## config.mk

```make
export PLATFORM = sky130hd
export DESIGN_NAME = rs_pe_flat
export DESIGN_NICKNAME = d
export VERILOG_FILES = /design/src/rtl/rs_pe_pkg.sv /design/src/rtl/rs_pe_if.sv /design/src/rtl/rs_pe_window_rf.sv /design/src/rtl/rs_pe.sv /design/src/flat_wrapper.sv
export SDC_FILE = /design/constraint.sdc
export NUM_CORES = 1
export LEC_CHECK = 0
export CAP_MARGIN = 10
export CORE_ASPECT_RATIO = 0.8
export CORE_UTILIZATION = 55
export DETAILED_ROUTE_END_ITERATION = 10
export PLACE_DENSITY = 0.78
export RECOVER_POWER = 25
export SKIP_CTS_REPAIR_TIMING = 1
export SYNTH_ARGS = -nofsm -noshare
export SYNTH_HDL_FRONTEND = slang
export SYNTH_SLANG_ARGS = --single-unit
```

## constraint.sdc

```tcl
create_clock -name clk -period 6.9 [get_ports clk]
set_input_delay 1.035 -clock clk [delete_from_list [all_inputs] [get_ports clk]]
set_output_delay 1.035 -clock clk [all_outputs]
set_load 0.02 [all_outputs]
```

## src/rtl/rs_pe_pkg.sv

```systemverilog
// Shared defaults and state encoding for the row-stationary PE.
package rs_pe_pkg;

  localparam int BITWIDTH_DEF      = 16;
  localparam int RF_ADDR_WIDTH_DEF = 3;
  localparam int KERNEL_SIZE_DEF   = 3;

  typedef enum logic [1:0] {
    ST_IDLE = 2'd0,
    ST_MAC  = 2'd1,
    ST_DONE = 2'd2
  } pe_state_e;

endpackage

```

## src/rtl/rs_pe_if.sv

```systemverilog
// Write/psum bundle of one PE; master drives samples and the psum from below.
interface rs_pe_if #(
  parameter int BITWIDTH = 16
);
  logic                ifmap_enable;
  logic                filter_enable;
  logic                ready;
  logic [BITWIDTH-1:0] ifmap;
  logic [BITWIDTH-1:0] filter;
  logic [BITWIDTH-1:0] input_psum;
  logic [BITWIDTH-1:0] output_psum;

  modport master (
    output ifmap_enable, filter_enable, ifmap, filter, input_psum,
    input  ready, output_psum
  );

  modport slave (
    input  ifmap_enable, filter_enable, ifmap, filter, input_psum,
    output ready, output_psum
  );
endinterface

```

## src/rtl/rs_pe_window_rf.sv

```systemverilog
// Sliding-window register file: appends until full, then shifts out tap 0 on each write.
module pe_window_rf
  import rs_pe_pkg::*;
#(
  parameter int BITWIDTH      = BITWIDTH_DEF,
  parameter int RF_ADDR_WIDTH = RF_ADDR_WIDTH_DEF,
  parameter int KERNEL_SIZE   = KERNEL_SIZE_DEF
) (
  input  logic                     clk,
  input  logic                     rstb,
  input  logic                     we_i,
  input  logic [BITWIDTH-1:0]      wdata_i,
  input  logic [RF_ADDR_WIDTH-1:0] raddr_i,
  output logic [BITWIDTH-1:0]      rdata_o,
  output logic                     full_o,
  output logic [RF_ADDR_WIDTH:0]   count_o
);

  logic [BITWIDTH-1:0]    mem_q [KERNEL_SIZE];
  logic [BITWIDTH-1:0]    mem_d [KERNEL_SIZE];
  logic [RF_ADDR_WIDTH:0] count_q;
  logic [RF_ADDR_WIDTH:0] count_d;

  assign full_o  = (count_q == (RF_ADDR_WIDTH+1)'(KERNEL_SIZE));
  assign count_o = count_q;
  assign count_d = (we_i && !full_o) ? count_q + 1'b1 : count_q;

  for (genvar gi = 0; gi < KERNEL_SIZE; gi++) begin : g_tap
    logic [BITWIDTH-1:0] shift_in;
    if (gi == KERNEL_SIZE - 1) begin : g_last
      assign shift_in = wdata_i;
    end else begin : g_mid
      assign shift_in = mem_q[gi+1];
    end

    // Full: every tap takes its upper neighbour; filling: only the append slot moves.
    assign mem_d[gi] = !we_i                                       ? mem_q[gi] :
                       full_o                                      ? shift_in  :
                       (count_q == (RF_ADDR_WIDTH+1)'(gi))         ? wdata_i   :
                                                                     mem_q[gi];
  end

  always_ff @(posedge clk or negedge rstb) begin
    if (!rstb) begin
      count_q <= '0;
      for (int k = 0; k < KERNEL_SIZE; k++) mem_q[k] <= '0;
    end else begin
      count_q <= count_d;
      for (int k = 0; k < KERNEL_SIZE; k++) mem_q[k] <= mem_d[k];
    end
  end

  always_comb begin
    rdata_o = '0;
    for (int k = 0; k < KERNEL_SIZE; k++) begin
      if (raddr_i == RF_ADDR_WIDTH'(k)) rdata_o = mem_q[k];
    end
  end

endmodule

```

## src/rtl/rs_pe.sv

```systemverilog
// Row-stationary PE: windowed dot product via a MAC loop, plus the psum from the PE below.
module rs_pe
  import rs_pe_pkg::*;
#(
  parameter int BITWIDTH      = BITWIDTH_DEF,
  parameter int RF_ADDR_WIDTH = RF_ADDR_WIDTH_DEF,
  parameter int KERNEL_SIZE   = KERNEL_SIZE_DEF
) (
  input  logic   clk,
  input  logic   rstb,
  rs_pe_if.slave bus
);

  pe_state_e                state_q;
  logic [BITWIDTH-1:0]      acc_q;
  logic [RF_ADDR_WIDTH-1:0] tap_q;
  logic                     dirty_q;

  logic                     wr_open;
  logic                     filter_we;
  logic                     ifmap_we;
  logic [BITWIDTH-1:0]      filter_rd;
  logic [BITWIDTH-1:0]      ifmap_rd;
  logic                     filter_full;
  logic                     ifmap_full;
  logic [RF_ADDR_WIDTH:0]   filter_count;
  logic [RF_ADDR_WIDTH:0]   ifmap_count;
  logic [BITWIDTH-1:0]      prod_trunc;
  logic                     unused_counts;

  assign wr_open   = (state_q != ST_MAC);
  assign filter_we = bus.filter_enable && wr_open;
  assign ifmap_we  = bus.ifmap_enable && wr_open;

  pe_window_rf #(
    .BITWIDTH      (BITWIDTH),
    .RF_ADDR_WIDTH (RF_ADDR_WIDTH),
    .KERNEL_SIZE   (KERNEL_SIZE)
  ) u_filter_rf (
    .clk     (clk),
    .rstb    (rstb),
    .we_i    (filter_we),
    .wdata_i (bus.filter),
    .raddr_i (tap_q),
    .rdata_o (filter_rd),
    .full_o  (filter_full),
    .count_o (filter_count)
  );

  pe_window_rf #(
    .BITWIDTH      (BITWIDTH),
    .RF_ADDR_WIDTH (RF_ADDR_WIDTH),
    .KERNEL_SIZE   (KERNEL_SIZE)
  ) u_ifmap_rf (
    .clk     (clk),
    .rstb    (rstb),
    .we_i    (ifmap_we),
    .wdata_i (bus.ifmap),
    .raddr_i (tap_q),
    .rdata_o (ifmap_rd),
    .full_o  (ifmap_full),
    .count_o (ifmap_count)
  );

  assign unused_counts = ^{filter_count, ifmap_count};

  // Low BITWIDTH bits of a product are identical for signed and unsigned operands.
  assign prod_trunc = filter_rd * ifmap_rd;

  always_ff @(posedge clk or negedge rstb) begin
    if (!rstb) begin
      state_q <= ST_IDLE;
      acc_q   <= '0;
      tap_q   <= '0;
      dirty_q <= 1'b0;
    end else begin
      unique case (state_q)
        ST_IDLE, ST_DONE: begin
          if (filter_full && ifmap_full && dirty_q) begin
            state_q <= ST_MAC;
            acc_q   <= '0;
            tap_q   <= '0;
            dirty_q <= 1'b0;
          end
        end
        ST_MAC: begin
          acc_q <= acc_q + prod_trunc;
          tap_q <= tap_q + 1'b1;
          if (tap_q == RF_ADDR_WIDTH'(KERNEL_SIZE - 1)) state_q <= ST_DONE;
        end
        default: state_q <= ST_IDLE;
      endcase
      // A write landing on the trigger edge keeps dirty so the new window is computed next.
      if (filter_we || ifmap_we) dirty_q <= 1'b1;
    end
  end

  assign bus.ready       = wr_open;
  assign bus.output_psum = (state_q == ST_DONE) ? acc_q + bus.input_psum : '0;

endmodule

```

## src/flat_wrapper.sv

```systemverilog
// flat-port wrapper written by rule: the top's interface ports become plain ports
module rs_pe_flat import rs_pe_pkg::*;
#(
  parameter int BITWIDTH      = BITWIDTH_DEF,
  parameter int RF_ADDR_WIDTH = RF_ADDR_WIDTH_DEF,
  parameter int KERNEL_SIZE   = KERNEL_SIZE_DEF
)
  (clk, rstb, bus_ifmap_enable, bus_filter_enable, bus_ifmap, bus_filter, bus_input_psum, bus_ready, bus_output_psum);
  rs_pe_if #(.BITWIDTH(BITWIDTH)) bus_i ();
  input  logic clk;
  input  logic rstb;
  input wire logic [$bits(bus_i.ifmap_enable)-1:0] bus_ifmap_enable;
  input wire logic [$bits(bus_i.filter_enable)-1:0] bus_filter_enable;
  input wire logic [$bits(bus_i.ifmap)-1:0] bus_ifmap;
  input wire logic [$bits(bus_i.filter)-1:0] bus_filter;
  input wire logic [$bits(bus_i.input_psum)-1:0] bus_input_psum;
  output wire logic [$bits(bus_i.ready)-1:0] bus_ready;
  output wire logic [$bits(bus_i.output_psum)-1:0] bus_output_psum;
  assign bus_i.ifmap_enable = bus_ifmap_enable;
  assign bus_i.filter_enable = bus_filter_enable;
  assign bus_i.ifmap = bus_ifmap;
  assign bus_i.filter = bus_filter;
  assign bus_i.input_psum = bus_input_psum;
  assign bus_ready = bus_i.ready;
  assign bus_output_psum = bus_i.output_psum;
  rs_pe #(.BITWIDTH(BITWIDTH), .RF_ADDR_WIDTH(RF_ADDR_WIDTH), .KERNEL_SIZE(KERNEL_SIZE)) u_core (.clk(clk), .rstb(rstb), .bus(bus_i));
endmodule
```

==> After elaboration in Yosys (flattened, before gate mapping) <==
Index checks and enable logic that the tools add are counted.
{ "totals": {"register_bits": 126, "elab_cells": 92} }
{ "classes": {"add_sub_neg": 5, "multipliers": 1, "eq_ne": 13, "mux": 29, "n_reduce_logical": 32} }
{ "ops": {"columns": ["cell", "count"], "rows": [
  ["2-to-1 mux 16 bit", 20],
  ["adder 16 bit", 2],
  ["case mux 16 bit (2 select lines)", 1],
  ["AND reduction 2 bit", 9],
  ["nonzero test 2 bit", 9],
  ["== test 4 x 2 -> 1 bit (second input constant)", 4],
  ["multiplier 16 x 16 -> 16 bit", 1],
  ["adder 4 x 1 -> 4 bit (second input constant)", 2],
  ["== test 4 x 1 -> 1 bit (second input constant)", 2],
  ["logical NOT 4 bit", 2],
  ["logical AND 1 bit", 6],
  ["!= test 2 x 1 -> 1 bit (second input constant)", 3],
  ["case mux 3 bit (2 select lines)", 1],
  ["2-to-1 mux 2 bit", 2],
  ["case mux 2 bit (2 select lines)", 1],
  ["adder 3 x 1 -> 3 bit (second input constant)", 1],
  ["== test 3 x 1 -> 1 bit (second input constant)", 1],
  ["== test 3 x 2 -> 1 bit (second input constant)", 1],
  ["logical NOT 3 bit", 1],
  ["2-to-1 mux 1 bit", 3],
  ["2-to-1 mux 3 bit", 1],
  ["== test 2 x 1 -> 1 bit (second input constant)", 1],
  ["== test 2 bit (second input constant)", 1],
  ["logical NOT 1 bit", 2],
  ["other kinds (3)", 3]
]} }

==> Logic depth before layout (Yosys ltp) <==
Gate-level depths: netlist of run 1.
{ "logic_depth": {"word_depth": 7, "mapped_depth": 30, "depth_no_buf": 26} }

==> Hierarchy <==
From an unflattened synthesis of run 1, not the netlist that was laid out.
{ "hier_totals": {"hier_cells": 1220, "area_unflattened_um2": 11711.2} }
{ "modules_own_cells": {"columns": ["module", "n_inst", "cells_each", "area_each_um2", "seq_area_each_um2"], "rows": [
  ["rs_pe", 1, 716, 6008.3, 550.5],
  ["pe_window_rf", 2, 252, 2851.5, 1301.2]
]} }

==> Least setup slack after synthesis of run 1 <==
No wires, ideal clock.
{ "synth_path": {"path_type": "reg2reg", "start": "register u_core.tap_q[0]", "end": "register u_core.acc_q[15]", "setup_time_ps": 139, "arrival_ps": 6952, "t_required_ps": 6761, "setup_slack_ps": -191, "stages_incl_launch_ff": 29, "path_cell_list": "dfrtp_1 -> inv_1 -> ha_1 -> or2b_4 -> buf_2 -> buf_4 -> buf_4 -> clkbuf_1 -> o21ai_0 -> clkbuf_1 -> nor2_1 -> fa_1 -> inv_1 -> fa_1 -> fa_1 -> inv_1 -> fa_1 -> inv_1 -> fa_1 -> fa_1 -> xnor2_1 -> xnor2_1 -> xnor2_1 -> xnor2_1 -> xnor3_1 -> xnor3_1 -> xnor3_1 -> xnor2_1 -> o21ai_1"} }
{ "synth_between": {"elab_chain_cells": 7} }
{ "synth_lines": {"columns": ["element", "line", "rtl"], "rows": [
  ["start, declared", "rs_pe.sv:16", "logic [RF_ADDR_WIDTH-1:0] tap_q;"],
  ["start signal, assigned", "rs_pe.sv:88", "tap_q <= tap_q + 1'b1;"],
  ["logical NOT 3 bit", "rs_pe_window_rf.sv:56", "if (raddr_i == RF_ADDR_WIDTH'(k)) rdata_o = mem_q[k];"],
  ["2-to-1 mux 16 bit (3 in series)", "rs_pe_window_rf.sv:56", null],
  ["multiplier 16 x 16 -> 16 bit (*)", "rs_pe.sv:68", "assign prod_trunc = filter_rd * ifmap_rd;"],
  ["adder 16 bit (*)", "rs_pe.sv:87", "acc_q <= acc_q + prod_trunc;"],
  ["case mux 16 bit (2 select lines) (*)", "rs_pe.sv:77", "unique case (state_q)"],
  ["end signal, assigned", "rs_pe.sv:87", null],
  ["end, declared", "rs_pe.sv:15", "logic [BITWIDTH-1:0] acc_q;"]
]} }
Mark *: on every way between the ends. The rest lies on a longest branch, timed or not.
A chain may end at the register's enable or synchronous reset.

==> Final worst setup path of run 1 <==
Same ends and word-level chain as after synthesis.

==> flow_metrics.env, run 1 <==
export IMPL_root_buffer="clkbuf_16"
export IMPL_nFillCells=1650
export IMPL_drc=0
export IMPL_h_tree_depth=4
export IMPL_ant_nets=0
export IMPL_timing_reg2reg_setup_slack_ns=0.36
export IMPL_drive_gt1_share_pct=10.8
export IMPL_tightest_slew_ns=2.79
export IMPL_final_cells=1610
export IMPL_vias=9242
export IMPL_syn_area_per_cell_um2=8.97
export IMPL_fin_util_pct=65.5
export IMPL_clk_pin_slew_ns=0.07
export IMPL_synthArstFlopShare_pct=100
export IMPL_worstPathMaxFanout=6
export IMPL_slowest_delay_ns=0.56
export IMPL_clock_path_buffers=2
export IMPL_critPathArrivalTime_ns=6.79
export IMPL_syn_cell_area_mm2=0.0112
export IMPL_pre_cts_ws_ns=0.172
export IMPL_cts_tree="built"
export IMPL_dieWidth_um=162
export IMPL_fin_tns_setup_ns=0
export IMPL_post_route_min_period_ns=6.54
export IMPL_fp_coreArea_mm2=0.0199
export IMPL_syn_nets=1478
export IMPL_synthFlopType="dfrtp_1"
export IMPL_ys_ff_latch=126
export IMPL_layout_setup_ws_ns=0.359
export IMPL_crit_top_cell="fa_1"
export IMPL_rsz0062_at_grt="false"
export IMPL_syn_inst=1252
export IMPL_first_pass_iters=5
export IMPL_synth_warnings=0
export IMPL_grt_pass1_vias=9121
export IMPL_drv_cap=3
export IMPL_die_area_mm2=0.0210
export IMPL_setup_viol=0
export IMPL_fin_crit_sh_pct=94.8
export IMPL_netlist_area_leader_share_pct=28.1
export IMPL_syn_to_final_growth_pct=16.1
export IMPL_nets=1559
export IMPL_initial_core_util_pct=56.4
export IMPL_synth_top_cell_by_area="dfrtp_1"
export IMPL_antenna_found_initial=0
export IMPL_cp_data_required_time_ns=7.15
export IMPL_synth_area_leaders="dfrtp_1, fa_1, ha_1"
export IMPL_multi_input_area_mm2=0.00729
export IMPL_ios=69
export IMPL_synth_distinct_cells=53
export IMPL_wirelength_um=30200
export IMPL_grt_max_degree=81
export IMPL_yosysSeqAreaShare_pct=28.1
export IMPL_fmax_mhz=153
export IMPL_slew_viol_final=181
export IMPL_synth_edf_count=0
export IMPL_routabilityCongestion=0.957
export IMPL_portBuffers=68
export IMPL_crit_slowest_cell="fa_1"
export IMPL_endpoint_kind="flop"
export IMPL_startpoint_type="flop"
export IMPL_hpwl_um=22500
export IMPL_overflow=0
export IMPL_critPathKind="flop to flop"
export IMPL_track_usage_pct=29.9
export IMPL_rows=46
export IMPL_cts_sinks=126
export IMPL_dp_cells=1568
export IMPL_ff_latch_area_mm2=0.00315
export IMPL_path_buf_inv=7
export IMPL_diodes=0
export IMPL_fin_worst_skew_ns=0.0116
export IMPL_crit_family="adder cells"
export IMPL_vias_per_cell=5.74
export IMPL_slew_headroom_pct=-85.7
export IMPL_grt_pass1_wl_um=48100
export IMPL_hp_class="flop to flop"
export IMPL_die_h_um=130
export IMPL_status="complete, but fails checks"
export IMPL_violations="capacitance limit, slew limit"
export IMPL_drtIter0Drc=871
export IMPL_wl_per_cell_um=18.7
export IMPL_clk_latency_ns=0.43
export IMPL_numCtsBuffers=17
export IMPL_final_hold_viol_count=0
==> layer usage <==
layer | GRT usage (%) | routed length (um) | part of all wire [%] | vias to the layer above
met5 | 0 | 0 | 0 | -
met4 | 6.16 | 432 | 1.4 | 0
met3 | 8.26 | 2520 | 8.3 | 35
met2 | 46.6 | 13600 | 45 | 354
met1 | 42.2 | 13700 | 45 | 4598
li1 | - | - | - | 4255
==> Yosys cell counts, types with 2 or more instances <==
cell	number
nor2_1	147
o21ai_1	6
a221oi_1	6
dfrtp_1	126
nor2b_1	40
a221o_1	8
nand3_1	13
a31o_2	2
a211o_1	2
xnor3_1	4
a41oi_1	3
nand3b_1	11
and2_1	7
or2_2	8
nor3b_1	9
xnor2_1	34
buf_1	15
mux2_2	34
o21ai_0	25
nand2b_1	16
fa_1	95
o21ai_2	2
a31oi_1	3
a22oi_1	5
ha_1	79
nand4bb_1	6
and3_1	4
clkbuf_1	25
a21o_1	14
a21oi_2	3
a31oi_2	3
buf_4	3
inv_1	171
buf_6	2
o21bai_1	5
o21a_1	10
a22o_1	5
xor2_1	16
nor3_1	14
buf_2	7
nand2_1	87
a21oi_1	160
o211ai_1	7
==> cell families (layout without fill, tap and decap cells) <==
| logic type | after synthesis | count (layout) | share of synthesized area (%) |
|---|---|---|---|
| simple gates | 367 | 368 | 15.6 |
| compound gates | 274 | 274 | 14.7 |
| buf+inv | 223 | 316 | 7.77 |
| fa+ha+maj | 174 | 174 | 25.7 |
| flops | 126 | 126 | 28.1 |
| xor+xnor | 54 | 54 | 4.70 |
| mux | 34 | 34 | 3.41 |
==> registers in the layout, summed over array words and instances (netlist names), 3 cells and up <==
register,count
u_core.u_filter_rf.count_o,4
u_core.u_ifmap_rf.g_tap.shift_in,32
u_core.tap_q,3
u_core.u_ifmap_rf.count_o,4
u_core.u_filter_rf.mem_q,16
u_core.acc_q,16
u_core.u_ifmap_rf.mem_q,16
u_core.u_filter_rf.g_tap.shift_in,32
==> worst paths after layout <==
check / depth (start not counted) / start / end
min in group asynchronous: 1 / rstb / u_core.u_ifmap_rf.mem_q[45]$_DFFE_PN0P_
min: 2 / u_core.dirty_q$_DFFE_PN0P_ / u_core.dirty_q$_DFFE_PN0P_
max: 25 / u_core.tap_q[0]$_DFFE_PN0P_ / u_core.acc_q[15]$_DFFE_PN0P_
max reg2reg: 25 / u_core.tap_q[0]$_DFFE_PN0P_ / u_core.acc_q[15]$_DFFE_PN0P_
max in group asynchronous: 2 / rstb / u_core.u_filter_rf.mem_q[32]$_DFFE_PN0P_
min reg2reg: 2 / u_core.dirty_q$_DFFE_PN0P_ / u_core.dirty_q$_DFFE_PN0P_
==> stage by stage <==
step / hold slack (ns) / cell area [um2]
after detailed placement: 0.482 / 12300
after global placement: 0.485 / 12300
after CTS: 0.499 / 12900
after global routing: 0.543 / 13000
after floorplan: 0.462 / 11200
final: 0.507 / 13000
==> worst reg2reg max path: cells and delay by family (launching register included) <==
kind | cells | cell delay, ns
AOI/OAI and AO/OA | 5 | 0.88
and+or+nand+nor | 4 | 0.71
DFF | 1 | 0.42
xor gates and xnor gates | 1 | 0.19
adders and majority gates | 8 | 3.44
buffers and inverters | 7 | 0.72
==> cell usage in the layout, fill, tap and decap left out, types with 10 or more instances in the layout <==
| cell | Yosys | routed |
|---|---|---|
| inv_1 | 171 | 171 |
| a21oi_1 | 160 | 159 |
| nor2_1 | 147 | 145 |
| dfrtp_1 | 126 | 126 |
| fa_1 | 95 | 94 |
| nand2_1 | 87 | 87 |
| ha_1 | 79 | 77 |
| clkdlybuf4s50_1 | 0 | 67 |
| nor2b_1 | 40 | 40 |
| buf_4 | 3 | 39 |
| mux2_2 | 34 | 34 |
| xnor2_1 | 34 | 33 |
| o21ai_0 | 25 | 22 |
| clkbuf_16 | 0 | 17 |
| nand2b_1 | 16 | 16 |
| xor2_1 | 16 | 16 |
| a21o_1 | 14 | 14 |
| nand3_1 | 13 | 13 |
| nor3_1 | 14 | 13 |
| nand3b_1 | 11 | 11 |
| o21a_1 | 10 | 10 |
==> final cells by class <==
cell class,instances,share of cell area (%)
multi-input combinational,904,55.9
sequential,126,24.2
timing repair buffer,113,7.77
inverter,171,4.92
clock buffer,19,3.47
tap,264,2.53
clock inverter,13,1.16
Power of run 1 is not shown: default switching activity piles up to over one toggle a cycle in this logic, so the estimate is an artifact.
==> run 2, diff against run 1 <==
--- a/config.mk
+++ b/config.mk
@@ -9,6 +9,7 @@
 export CORE_ASPECT_RATIO = 0.8
 export CORE_UTILIZATION = 55
 export DETAILED_ROUTE_END_ITERATION = 10
+export GPL_TIMING_DRIVEN = 0
 export PLACE_DENSITY = 0.78
 export RECOVER_POWER = 25
 export SKIP_CTS_REPAIR_TIMING = 1
==> flow_metrics.env, run 2 (synthesis gave the netlist of run 1 again) <==
export IMPL_status="complete, but fails checks"
export IMPL_violations="capacitance limit, slew limit, setup timing"
export IMPL_final_hold_viol_count=0
export IMPL_tightest_slew_ns=2.43
export IMPL_crit_slowest_cell="fa_1"
export IMPL_slew_viol_final=129
export IMPL_hpwl_um=23300
export IMPL_nets=1607
export IMPL_post_route_min_period_ns=7.00
export IMPL_vias=9951
export IMPL_startpoint_type="flop"
export IMPL_setup_viol=1
export IMPL_postPlaceCellArea_mm2=0.0123
export IMPL_dieWidth_um=162
export IMPL_numCtsBuffers=17
export IMPL_final_cells=1658
export IMPL_clk_latency_ns=0.44
export IMPL_grt_pass1_vias=9222
export IMPL_fp_coreArea_mm2=0.0199
export IMPL_routabilityCongestion=0.958
export IMPL_grt_pass1_wl_um=48600
export IMPL_portBuffers=68
export IMPL_clk_pin_slew_ns=0.06
export IMPL_drc=0
export IMPL_rows=46
export IMPL_drtIter0Drc=1018
export IMPL_critPathArrivalTime_ns=7.30
export IMPL_slowest_delay_ns=0.55
export IMPL_initial_core_util_pct=56.4
export IMPL_root_buffer="clkbuf_16"
export IMPL_ff_latch_area_mm2=0.00316
export IMPL_fin_worst_skew_ns=0.0158
export IMPL_endpoint_kind="flop"
export IMPL_grt_max_degree=98
export IMPL_worstPathMaxFanout=8
export IMPL_final_common_cell="inv_1"
export IMPL_cts_sinks=126
export IMPL_critPathKind="flop to flop"
export IMPL_ios=69
export IMPL_first_pass_iters=8
export IMPL_h_tree_depth=4
export IMPL_syn_to_final_growth_pct=22.2
export IMPL_multi_input_area_mm2=0.00754
export IMPL_hp_class="flop to flop"
export IMPL_slew_headroom_pct=-61.9
export IMPL_die_h_um=130
export IMPL_crit_top_cell="fa_1"
export IMPL_track_usage_pct=30.5
export IMPL_overflow=0
export IMPL_wirelength_um=33000
export IMPL_ant_nets=0
export IMPL_whs_ns=0.513
export IMPL_antenna_found_initial=1
export IMPL_cts_tree="built"
export IMPL_drv_cap=2
export IMPL_diodes=0
export IMPL_clock_path_buffers=2
export IMPL_fmax_mhz=143
export IMPL_fin_crit_sh_pct=101
export IMPL_most_common_layout_cells="inv_1, a21oi_1, nor2_1"
export IMPL_pre_cts_ws_ns=-0.899
export IMPL_design_area_mm2=0.0137
export IMPL_vias_per_cell=6.00
export IMPL_wl_per_cell_um=19.9
export IMPL_nFillCells=1468
export IMPL_layout_setup_ws_ns=-0.0971
export IMPL_drive_gt1_share_pct=14.5
export IMPL_rsz0062_at_grt="true"
export IMPL_dp_cells=1585
export IMPL_die_area_mm2=0.0210
export IMPL_cp_data_required_time_ns=7.20
## run 2: cell count changes in the layout (fill, tap and decap cells not counted), sizes merged, moves of 2 or more
cell / previous run / this run
buf: 42 / 71
clkbuf: 23 / 43
bufinv: 2 / 4
clkinvlp: 3 / 1
## run 2: critical path, delay by kind of cell (launching register included)
kind | cells | cell delay [ns]
buffers and inverters | 5 | 0.52
adder cells (fa/ha/maj) | 7 | 3.16
flip-flops | 1 | 0.46
XOR/XNOR | 8 | 1.77
AO/OA/AOI/OAI | 3 | 0.39
AND/OR/NAND/NOR | 2 | 0.55
## run 2: path summary, 6_finish.rpt
check | start | endpoint | slack [ns] | cells after the start
setup / recovery | u_core.tap_q[0]$_DFFE_PN0P_ | u_core.acc_q[15]$_DFFE_PN0P_ | -0.1 | 25
hold / removal | u_core.dirty_q$_DFFE_PN0P_ | u_core.dirty_q$_DFFE_PN0P_ | 0.51 | 2
setup reg to reg | u_core.tap_q[0]$_DFFE_PN0P_ | u_core.acc_q[15]$_DFFE_PN0P_ | -0.1 | 25
hold reg to reg | u_core.dirty_q$_DFFE_PN0P_ | u_core.dirty_q$_DFFE_PN0P_ | 0.51 | 2
max in group asynchronous | rstb | u_core.tap_q[1]$_DFFE_PN0P_ | 2.43 | 2
min in group asynchronous | rstb | u_core.u_ifmap_rf.g_tap[0].shift_in[3]$_DFFE_PN0P_ | 1.07 | 1
## run 2: area by class of cell
type / count / share of cell area (%)
clock buffer: 19 / 3.23
tap: 264 / 2.41
clock inverter: 13 / 1.48
inverter: 171 / 4.70
multi-input combinational: 903 / 55.0
sequential: 126 / 23.0
timing repair buffer: 110 / 7.62
buffer: 52 / 2.59
## run 2: metal layers
layer | track usage [%] | routed length [um] | vias up
met5 | 0 | 0 | -
met4 | 10.9 | 1280 | 0
met3 | 6.52 | 3350 | 122
met2 | 48.1 | 15000 | 613
met1 | 42.0 | 13300 | 4843
li1 | - | - | 4373
## run 2: stage by stage
stage	setup TNS, ns	util (%)
4_1_cts	-1.65	64.9
5_1_grt	-0.412	68.9
3_5_place_dp	-1.60	61.7
2_1_floorplan	0	-
3_3_place_gp	-47.37	61.5
6_report	-0.0971	68.9
Power of run 2 is left out for the same reason.
==> run 3, diff against run 2 <==
--- a/config.mk
+++ b/config.mk
@@ -12,6 +12,7 @@
 export GPL_TIMING_DRIVEN = 0
 export PLACE_DENSITY = 0.78
 export RECOVER_POWER = 25
+export REMOVE_ABC_BUFFERS = 1
 export SKIP_CTS_REPAIR_TIMING = 1
 export SYNTH_ARGS = -nofsm -noshare
 export SYNTH_HDL_FRONTEND = slang
==> flow_metrics.env, run 3 (synthesis gave the netlist of run 1 again) <==
export IMPL_status="complete, but fails checks"
export IMPL_violations="capacitance limit, slew limit"
export IMPL_slowest_delay_ns=0.56
export IMPL_layout_setup_ws_ns=0.0419
export IMPL_initial_core_util_pct=56.4
export IMPL_critPathKind="flop to flop"
export IMPL_drc=0
export IMPL_grt_pass1_wl_um=44000
export IMPL_rows=46
export IMPL_ios=69
export IMPL_most_common_layout_cells="inv_1, a21oi_1, nor2_1"
export IMPL_critPathArrivalTime_ns=7.15
export IMPL_path_buf_inv=6
export IMPL_root_buffer="clkbuf_16"
export IMPL_nets=1560
export IMPL_clock_path_buffers=2
export IMPL_final_common_cell="inv_1"
export IMPL_antenna_found_initial=0
export IMPL_startpoint_type="flop"
export IMPL_reg2regPathDepth=26
export IMPL_slew_viol_final=129
export IMPL_slew_headroom_pct=-98.3
export IMPL_hp_class="flop to flop"
export IMPL_die_area_mm2=0.0210
export IMPL_crit_cells=26
export IMPL_crit_family="adder cells"
export IMPL_drv_cap=2
export IMPL_grt_pass1_vias=8824
export IMPL_crit_slowest_cell="fa_1"
export IMPL_die_h_um=130
export IMPL_post_route_min_period_ns=6.86
export IMPL_first_pass_iters=6
export IMPL_syn_to_final_growth_pct=18.9
export IMPL_drtIter0Drc=858
export IMPL_final_hold_viol_count=0
export IMPL_tightest_slew_ns=2.97
export IMPL_fin_crit_sh_pct=99.4
export IMPL_endpoint_kind="flop"
export IMPL_portBuffers=68
export IMPL_diodes=0
export IMPL_numCtsBuffers=17
export IMPL_cts_tree="built"
export IMPL_fmax_mhz=146
export IMPL_overflow=0
export IMPL_pre_cts_ws_ns=-1.69
export IMPL_ant_nets=0
export IMPL_clk_latency_ns=0.43
export IMPL_fin_worst_skew_ns=0.0130
export IMPL_fp_coreArea_mm2=0.0199
export IMPL_crit_top_cell="fa_1"
export IMPL_wl_per_cell_um=18.2
export IMPL_track_usage_pct=27.0
export IMPL_vias_per_cell=5.77
export IMPL_setup_viol=0
export IMPL_rsz0062_at_grt="true"
export IMPL_nFillCells=1557
export IMPL_clk_pin_slew_ns=0.07
export IMPL_worstPathMaxFanout=7
export IMPL_vias=9288
export IMPL_timing_reg2reg_setup_slack_ns=0.04
export IMPL_grt_max_degree=73
export IMPL_cts_sinks=126
export IMPL_dieWidth_um=162
export IMPL_hpwl_um=19900
export IMPL_wirelength_um=29300
export IMPL_drive_gt1_share_pct=12.8
export IMPL_cp_data_required_time_ns=7.19
export IMPL_whs_path_depth=2
export IMPL_h_tree_depth=4
export IMPL_routabilityCongestion=0.905
-- run 3: changes by cell type in the layout (fill, tap and decap cells not counted), moves of 4 or more --
| cell | previous run | this run |
|---|---|---|
| clkbuf_1 | 19 | 1 |
| buf_1 | 14 | 0 |
| buf_4 | 35 | 30 |
| buf_12 | 8 | 4 |
| fa_1 | 90 | 94 |
| fa_2 | 5 | 1 |
| inv_1 | 165 | 169 |
| inv_2 | 5 | 1 |
| nor2_1 | 140 | 144 |
| nor2_2 | 8 | 4 |
-- run 3: tightest hold or removal path, stage by stage, from the launching register on --
cell     delay [ns]
dfrtp_1        0.37
nand2_1        0.05
o21ai_0        0.06
-- run 3: final timing paths --
kind,start,end
worst max register to register,u_core.tap_q[1]$_DFFE_PN0P_,u_core.acc_q[15]$_DFFE_PN0P_
worst max-delay path,u_core.tap_q[1]$_DFFE_PN0P_,u_core.acc_q[15]$_DFFE_PN0P_
worst min register to register,u_core.acc_q[7]$_DFFE_PN0P_,u_core.acc_q[7]$_DFFE_PN0P_
worst min-delay path,u_core.acc_q[7]$_DFFE_PN0P_,u_core.acc_q[7]$_DFFE_PN0P_
max in group asynchronous,rstb,u_core.tap_q[2]$_DFFE_PN0P_
min in group asynchronous,rstb,u_core.u_ifmap_rf.count_o[3]$_DFFE_PN0P_
-- run 3: stage by stage --
stage | instances | TNS [ns] | util [%] | hold slack, ns | cell area [um2]
floorplan | 1200 | -0.490 | - | 0.464 | 11000
global placement | 1532 | -41.16 | 60.3 | 0.484 | 12000
detailed placement | 1540 | -5.61 | 60.9 | 0.497 | 12100
CTS | 1572 | -6.29 | 64.0 | 0.523 | 12700
global route | 1611 | -0.158 | 67.0 | 0.537 | 13300
finish | 1611 | 0 | 67.0 | 0.519 | 13300
-- run 3: layout make-up --
| cell class | instances | area, um2 | area share (%) |
|---|---|---|---|
| clock buffers | 18 | 439 | 3.29 |
| clock inverters | 14 | 170 | 1.28 |
| inverters | 171 | 644 | 4.83 |
| multi-input cells | 906 | 7530 | 56.4 |
| flip-flops and latches | 126 | 3160 | 23.7 |
| well taps | 264 | 330 | 2.48 |
| repair buffers | 112 | 1070 | 8.04 |
-- run 3: routing by layer --
layer / share of wire (%) / GRT usage, %
met1: 42 / 36.7
met2: 47 / 43.4
met3: 8.8 / 5.82
met4: 2.3 / 9.27
met5: 0 / 0
Power of run 3 is left out for the same reason.
